[src/rtl/display_pkg.sv]
// Shared constants for the seven-segment display path: active-high patterns in {g,f,e,d,c,b,a}
// order and the digit count.
package display_pkg;

  localparam int unsigned N_DIGITS = 4;

  localparam logic [6:0] SEG_0   = 7'b0111111;
  localparam logic [6:0] SEG_1   = 7'b0000110;
  localparam logic [6:0] SEG_2   = 7'b1011011;
  localparam logic [6:0] SEG_3   = 7'b1001111;
  localparam logic [6:0] SEG_4   = 7'b1100110;
  localparam logic [6:0] SEG_5   = 7'b1101101;
  localparam logic [6:0] SEG_6   = 7'b1111101;
  localparam logic [6:0] SEG_7   = 7'b0000111;
  localparam logic [6:0] SEG_8   = 7'b1111111;
  localparam logic [6:0] SEG_9   = 7'b1101111;
  localparam logic [6:0] SEG_E   = 7'b1111001;
  localparam logic [6:0] SEG_OFF = 7'b0000000;

  // True when any nibble of the packed BCD word is not a decimal digit.
  function automatic logic bcd_has_err(logic [15:0] v);
    logic err;
    err = 1'b0;
    for (int i = 0; i < N_DIGITS; i++) begin
      if (v[4*i +: 4] > 4'd9) err = 1'b1;
    end
    return err;
  endfunction

endpackage

[src/rtl/bcd7seg_dec.sv]
// Combinational BCD nibble to active-high seven-segment pattern; non-decimal nibbles show "E".
module bcd7seg_dec
  import display_pkg::*;
(
  input  logic [3:0] nibble,
  input  logic       blank,
  output logic [6:0] seg
);

  always_comb begin
    seg = SEG_OFF;
    if (!blank) begin
      case (nibble)
        4'd0:    seg = SEG_0;
        4'd1:    seg = SEG_1;
        4'd2:    seg = SEG_2;
        4'd3:    seg = SEG_3;
        4'd4:    seg = SEG_4;
        4'd5:    seg = SEG_5;
        4'd6:    seg = SEG_6;
        4'd7:    seg = SEG_7;
        4'd8:    seg = SEG_8;
        4'd9:    seg = SEG_9;
        default: seg = SEG_E;
      endcase
    end
  end

endmodule

[src/rtl/bcd_scan_display.sv]
// Four-digit multiplexed seven-segment driver with frame-boundary double buffering,
// leading-zero blanking and non-decimal nibble flagging.
module bcd_scan_display
  import display_pkg::*;
#(
  parameter int unsigned CLK_DIV    = 50000,
  parameter int unsigned GUARD      = 2,
  parameter bit          ACTIVE_LOW = 1'b1,
  parameter bit          BLANK_LZ   = 1'b1
) (
  input  logic        clock,
  input  logic        reset,
  input  logic [15:0] bcd_in,
  input  logic        load,
  output logic [6:0]  seg,
  output logic [3:0]  an,
  output logic        frame_sync,
  output logic        bcd_err
);

  localparam int unsigned CntW = (CLK_DIV > 1) ? $clog2(CLK_DIV) : 1;

  logic [CntW-1:0] cnt_q;
  logic [1:0]      dig_q;
  logic [15:0]     pend_q;
  logic            pend_v_q;
  logic [15:0]     disp_q;
  logic [6:0]      seg_q;
  logic [3:0]      an_q;
  logic            frame_sync_q;
  logic            bcd_err_q;

  logic            slot_end;
  logic            frame_end;
  logic [3:0]      blank;
  logic [3:0]      nib;
  logic [6:0]      pat;
  logic [3:0]      an_next;

  assign slot_end  = (cnt_q == CntW'(CLK_DIV - 1));
  assign frame_end = slot_end && (dig_q == 2'd3);

  // Digit k is blank when it and every more significant nibble are zero; digit 0 always shows.
  always_comb begin
    blank = 4'b0000;
    if (BLANK_LZ) begin
      blank[3] = (disp_q[15:12] == 4'd0);
      blank[2] = blank[3] && (disp_q[11:8] == 4'd0);
      blank[1] = blank[2] && (disp_q[7:4] == 4'd0);
    end
  end

  assign nib = disp_q[{dig_q, 2'b00} +: 4];

  bcd7seg_dec u_dec (
    .nibble (nib),
    .blank  (blank[dig_q]),
    .seg    (pat)
  );

  assign an_next = (cnt_q < CntW'(GUARD)) ? 4'b0000 : (4'b0001 << dig_q);

  always_ff @(posedge clock) begin
    if (reset) begin
      cnt_q        <= '0;
      dig_q        <= 2'd0;
      pend_q       <= 16'h0000;
      pend_v_q     <= 1'b0;
      disp_q       <= 16'h0000;
      seg_q        <= ACTIVE_LOW ? ~SEG_OFF : SEG_OFF;
      an_q         <= ACTIVE_LOW ? 4'b1111 : 4'b0000;
      frame_sync_q <= 1'b0;
      bcd_err_q    <= 1'b0;
    end else begin
      cnt_q <= slot_end ? '0 : cnt_q + 1'b1;
      if (slot_end) dig_q <= dig_q + 2'd1;

      frame_sync_q <= frame_end && pend_v_q;
      if (frame_end && pend_v_q) begin
        disp_q    <= pend_q;
        pend_v_q  <= 1'b0;
        bcd_err_q <= bcd_has_err(pend_q);
      end
      // A load on the boundary edge lands after the commit, so it waits one more frame.
      if (load) begin
        pend_q   <= bcd_in;
        pend_v_q <= 1'b1;
      end

      seg_q <= ACTIVE_LOW ? ~pat : pat;
      an_q  <= ACTIVE_LOW ? ~an_next : an_next;
    end
  end

  assign seg        = seg_q;
  assign an         = an_q;
  assign frame_sync = frame_sync_q;
  assign bcd_err    = bcd_err_q;

endmodule

[config.mk]
export PLATFORM = sky130hd
export DESIGN_NAME = bcd_scan_display
export DESIGN_NICKNAME = d
export VERILOG_FILES = /design/src/rtl/display_pkg.sv /design/src/rtl/bcd7seg_dec.sv /design/src/rtl/bcd_scan_display.sv
export SDC_FILE = /design/constraint.sdc
export NUM_CORES = 1
export LEC_CHECK = 0
export BUFFER_PORTS_ARGS = -buffer_cell sky130_fd_sc_hd__clkbuf_2
export CAP_MARGIN = 20
export CORE_MARGIN = 3
export CORE_UTILIZATION = 57
export CTS_CLUSTER_DIAMETER = 50
export DETAILED_ROUTE_END_ITERATION = 6
export GPL_TIMING_DRIVEN = 1
export PLACE_DENSITY = 0.78
export SLEW_MARGIN = 20
export SYNTH_ARGS = -nofsm -noshare
export SYNTH_HDL_FRONTEND = slang
export SYNTH_SLANG_ARGS = --single-unit
[constraint.sdc]
create_clock -name clock -period 2.5 [get_ports clock]
set_input_delay 0.125 -clock clock [delete_from_list [all_inputs] [get_ports clock]]
set_output_delay 0.125 -clock clock [all_outputs]
set_load 0.005 [all_outputs]
# Yosys cells after proc, flatten, opt, wreduce, memory -nomap -nowiden
# Memory sizes are Yosys's and may differ from the RTL's.
# Index checks and enable logic that the tools add are counted.
# classes
add_sub_neg	2
multipliers	0
div	0
order_cmp	6
eq_ne	2
shift	2
mux	10
n_bitwise	2
n_reduce_logical	9
# op_table
operator	n
16-bit by 1-bit adder with 16-bit output, second input constant	1
16-bit == test, second input constant	1
4-bit greater-than comparator, second input constant	4
16-bit by 2-bit < comparator with 1-bit output, second input constant	1
16-bit by 5-bit indexed part select with 4-bit output	1
4-bit logical NOT	3
1-bit 2-to-1 mux	7
7-bit 2-to-1 mux	1
7-bit NOT	1
1-bit logical AND	4
4-bit 2-to-1 mux	1
4-bit NOT	1
1-bit by 2-bit left shift with 4-bit output, first input constant	1
2-bit by 3-bit < comparator with 1-bit output, second input constant	1
2-bit by 1-bit adder with 2-bit output, second input constant	1
1-bit binary-select mux with 2-bit select	1
2-bit == test, second input constant	1
2-bit nonzero test	1
2-bit OR reduction	1
# word_totals
ff_bits	64
latch_bits	0
ramBits	0
rom_bits	112
inputBits	19
out_inout_bits	13
memories	1
# mem_list
memory	depth	word_bits	rd	rd_ports_with_merged_regs	write_ports	line_no	text
(name not given)	16	7	1	0	0	bcd7seg_dec.sv:13	case (nibble)

# Depth between registers and ports, before layout
# depth
ltp_word	7
ltp_mapped	7
mapped_depth_nobuf	6

# Cells and area by module
# A second synthesis with hierarchy kept.
# hier_totals
hier_cells	310
area_unflattened_um2	2921.6
# modules_own_cells
mod	n_inst	cells_each	area_each_um2
bcd_scan_display	1	280	2726.4
bcd7seg_dec	1	30	195.2

# Least setup slack after synthesis
# Ideal clock, no wire load.
# synth_path
path_kind	register to register
from	reg cnt_q[7]
to	reg bcd_err_q (netlist: bcd_err)
setup_time_ns	0.115
arrival_ns	1.835
setup_slack_ns	0.550
path_stages_with_launch	6
n_path_buf	1
period_less_slack_ns	1.950
cell_sequence	dfxtp_1 -> or4_1 -> or4_1 -> buf_2 -> o21a_1 -> o21a_1
# synth_via
elab_chain_len	3
# synth_rtl
item	line_no	text
start: declaration	bcd_scan_display.sv:23	logic [CntW-1:0] cnt_q;
start signal: assignment	bcd_scan_display.sv:75	cnt_q <= slot_end ? '0 : cnt_q + 1'b1;
16-bit == test	bcd_scan_display.sv:40	assign slot_end = (cnt_q == CntW'(CLK_DIV - 1));
1-bit logical AND	bcd_scan_display.sv:41	assign frame_end = slot_end && (dig_q == 2'd3);
1-bit logical AND	bcd_scan_display.sv:79	if (frame_end && pend_v_q) begin
end signal: assignment	bcd_scan_display.sv:82	bcd_err_q <= bcd_has_err(pend_q);
end: declaration	bcd_scan_display.sv:31	logic bcd_err_q;
# No other way between the ends.
# A chain may end at the register's enable or synchronous reset.

# Worst setup path in the final report
# layout_path
from	reg cnt_q[5]
to	reg bcd_err_q (netlist: bcd_err)
# Same word-level chain as after synthesis.

==> run summary <==
type of the worst min-delay path = input pin to register
Setup crit start = cnt_q[5]$_SDFF_PP0_
core area = 0.00453 sq mm
initial antenna violation count = 0
Crit Path Category = register to register
WL final = 5650 um
post-cts resize count = 0
Final Cycle Share = 89.1%
Max-cap violations = 0
Clk Latency, worst-skew pair = 330 ps
grt total ovfl = 0
Synth top area share = 46.3%
Leakage Power = 1.18 nW
crit-path most repeated cell = or4_1
Wirelength per Cell = 14.2 um
TritonCTS clock tree = built
WP data required = 2770 ps
Placer Congestion = 0.798
share of post-route cells with drive strength above 1 = 15.9%
cts hold-fix bufs = 0
synthesized instance count = 303
fmax = 449 MHz
CP endpoint kind = register
Chip Height = 75.7 um
ANT nets after route = 0
status = completed
Overall Power = 1.94 mW
metal3 WL = 400 um
vias = 2273
vias per inst = 5.70
clk slew on worst S/H paths = 60 ps
Residual DRC = 0
Relative slew margins = 60.1%
Slew Viols, Final = 0
CTS Buf Count = 9
PwrDens = 621 mW/mm^2
EDFF count, synth = 0
Top FF cell, synth = dfxtp_1
CP max stage cell = or4_1
Synth area leader = dfxtp_1
Layout Skew = 5.91 ps
largest stage delay on the critical path = 720 ps
FF-to-FF path depth = 5
Final Critical Period = 2230 ps
cell with the most instances after synthesis = dfxtp_1
synth top area cells = dfxtp_1 46%, mux2i_1 6.1%, nor2_1 5.0%
CP max FO = 15
Synth Register Bits = 64
CP endpoint = bcd_err$_SDFFE_PP0P_
vias in the first global route = 2018
Syn. warnings = 0
Synth top cells by count = 64 x dfxtp_1, 37 x nor2_1, 24 x a21oi_1
IO Pins = 32
Max Used Layer = met4
post-synth net total = 332
met2 routed WL = 2480 um
synth unique cells = 37
Synth async-reset ratio = 0%
Seq/Total Area, Yosys = 46.3%
Reg-to-Reg Start = cnt_q[5]$_SDFF_PP0_
Met1 Routed Length = 2680 um
sum of negative setup slack = 0 ps
CTS sink count = 64
# port buffers = 31
largest net degree at the start of global routing = 21
initial drt markers = 163
global-route usage over all layers = 22.8%
Starting Density = 61.0%
critical path launch point type = register
Layout area overhead = 12.6%
FF-to-FF End = bcd_err$_SDFFE_PP0P_
Max Root-Sink Buffers = 2
Peak VDD IR = 0.418 mV
RSZ-0062 raised after global routing = no
HPWL Detailed = 4000 um
diode count = 0
Die W = 75.7 um
DRT Pass-1 Iters = 5
crit-path cells = or4_1, or4_1, buf_4, nor3_1, o21a_1
H-tree depth reported by CTS = 3
Final Setup Violations = 0
Synth Area per Inst = 9.13 sq um
actual slew at the worst max-slew pin = 598 ps
Nets = 360
Fin. Hold Viols = 0
R2R Setup Slk = 270 ps
Site Rows = 24
Clock Tree Root = clkbuf_8
total die area = 0.00573 sq mm
post-CTS setup buffer count = 0
CP Data Arrival Time = 2500 ps
wire length of the first global-routing pass = 9720 um
Netlist Area Pre-Place = 0.00277 sq mm
[cells by family (layout without fill, tap and decap cells)]
logic type | count (synthesis) | after routing | synth area share, %
mux | 21 | 21 | 9.40
buf+inv | 32 | 63 | 5.15
flops | 64 | 64 | 46.3
simple gates | 104 | 104 | 18.9
compound gates | 59 | 59 | 11.6
xor+xnor | 13 | 13 | 4.11
fa+ha+maj | 10 | 10 | 4.52
[layer usage]
| metal | vias to the layer above | track usage, % |
|---|---|---|
| met2 | 96 | 31.7 |
| met5 | - | 0 |
| met4 | 0 | 11.8 |
| met3 | 9 | 4.09 |
| met1 | 1032 | 33.4 |
| li1 | 1136 | - |
[cell type report]
class / instances / area (sq um)
well taps: 65 / 81.3
clock buffers: 14 / 173
multi-input cells: 207 / 1340
fillers: 357 / 1420
flip-flops and latches: 64 / 1280
repair buffers: 35 / 185
inverters: 14 / 52.6
[sequential cells by signal (all words and copies together), names as in the netlist]
register,count
pend_v_q,1
seg,7
pend_q,16
dig_q,2
frame_sync,1
cnt_q,16
disp_q,16
an,4
bcd_err,1
[through the flow]
stage | instance area, sq um | std cells | util [%] | worst slack (ps) | hold slack [ps]
after global routing | 3120 | 399 | 68.7 | 128 | 40.4
final | 3120 | 399 | 68.7 | 273 | 34.2
after floorplan | 2770 | 303 | - | 550 | 272
after global placement | 2940 | 385 | 64.9 | 320 | 360
after detailed placement | 2940 | 385 | 64.9 | 299 | 366
after CTS | 3120 | 399 | 68.7 | 286 | 24.8
[how the worst min path moves through the flow]
stage | startpoint | endpoint | depth (start not counted) | slack [ps]
global route | bcd_in[5] | pend_q[5]$_SDFFE_PP0P_ | 3 | 40
finish | bcd_in[5] | pend_q[5]$_SDFFE_PP0P_ | 3 | 30
global placement | bcd_in[5] | pend_q[5]$_SDFFE_PP0P_ | 3 | 360
floorplan | bcd_in[0] | pend_q[0]$_SDFFE_PP0P_ | 2 | 270
CTS | bcd_in[5] | pend_q[5]$_SDFFE_PP0P_ | 3 | 20
detailed placement | bcd_in[5] | pend_q[5]$_SDFFE_PP0P_ | 3 | 370
[worst max-delay path: cells and delay by family (launching register included)]
family	cells	cell delay, ps
and+or+nand+nor	3	1420
DFF	1	350
buffers and inverters	1	270
AOI/OAI and AO/OA	1	130
[placed cells by master, fill, tap and decap left out, types with 2 or more instances in the layout]
master	n
mux4_2	4
inv_1	13
mux2i_1	17
nand3_1	8
clkbuf_1	2
or3_1	4
o21ai_1	17
or4_1	4
xnor2_1	12
buf_4	4
clkbuf_2	31
nor2_1	37
a21oi_1	24
o211ai_1	4
nor3_1	7
o21ai_0	8
dfxtp_1	64
nor4_1	6
o21a_1	2
clkbuf_8	12
nand4_1	21
ha_1	10
nand2_1	10
[report_power, final]
| group | total, mW | switching [mW] | leakage [nW] | internal, mW |
|---|---|---|---|---|
| registers | 1.07 | 0.0190 | 0.522 | 1.05 |
| clock network | 0.783 | 0.352 | 0.0886 | 0.432 |
| logic | 0.0862 | 0.0456 | 0.570 | 0.0406 |
| total | 1.94 | 0.416 | 1.18 | 1.52 |
(Power assumes the default switching activity.)
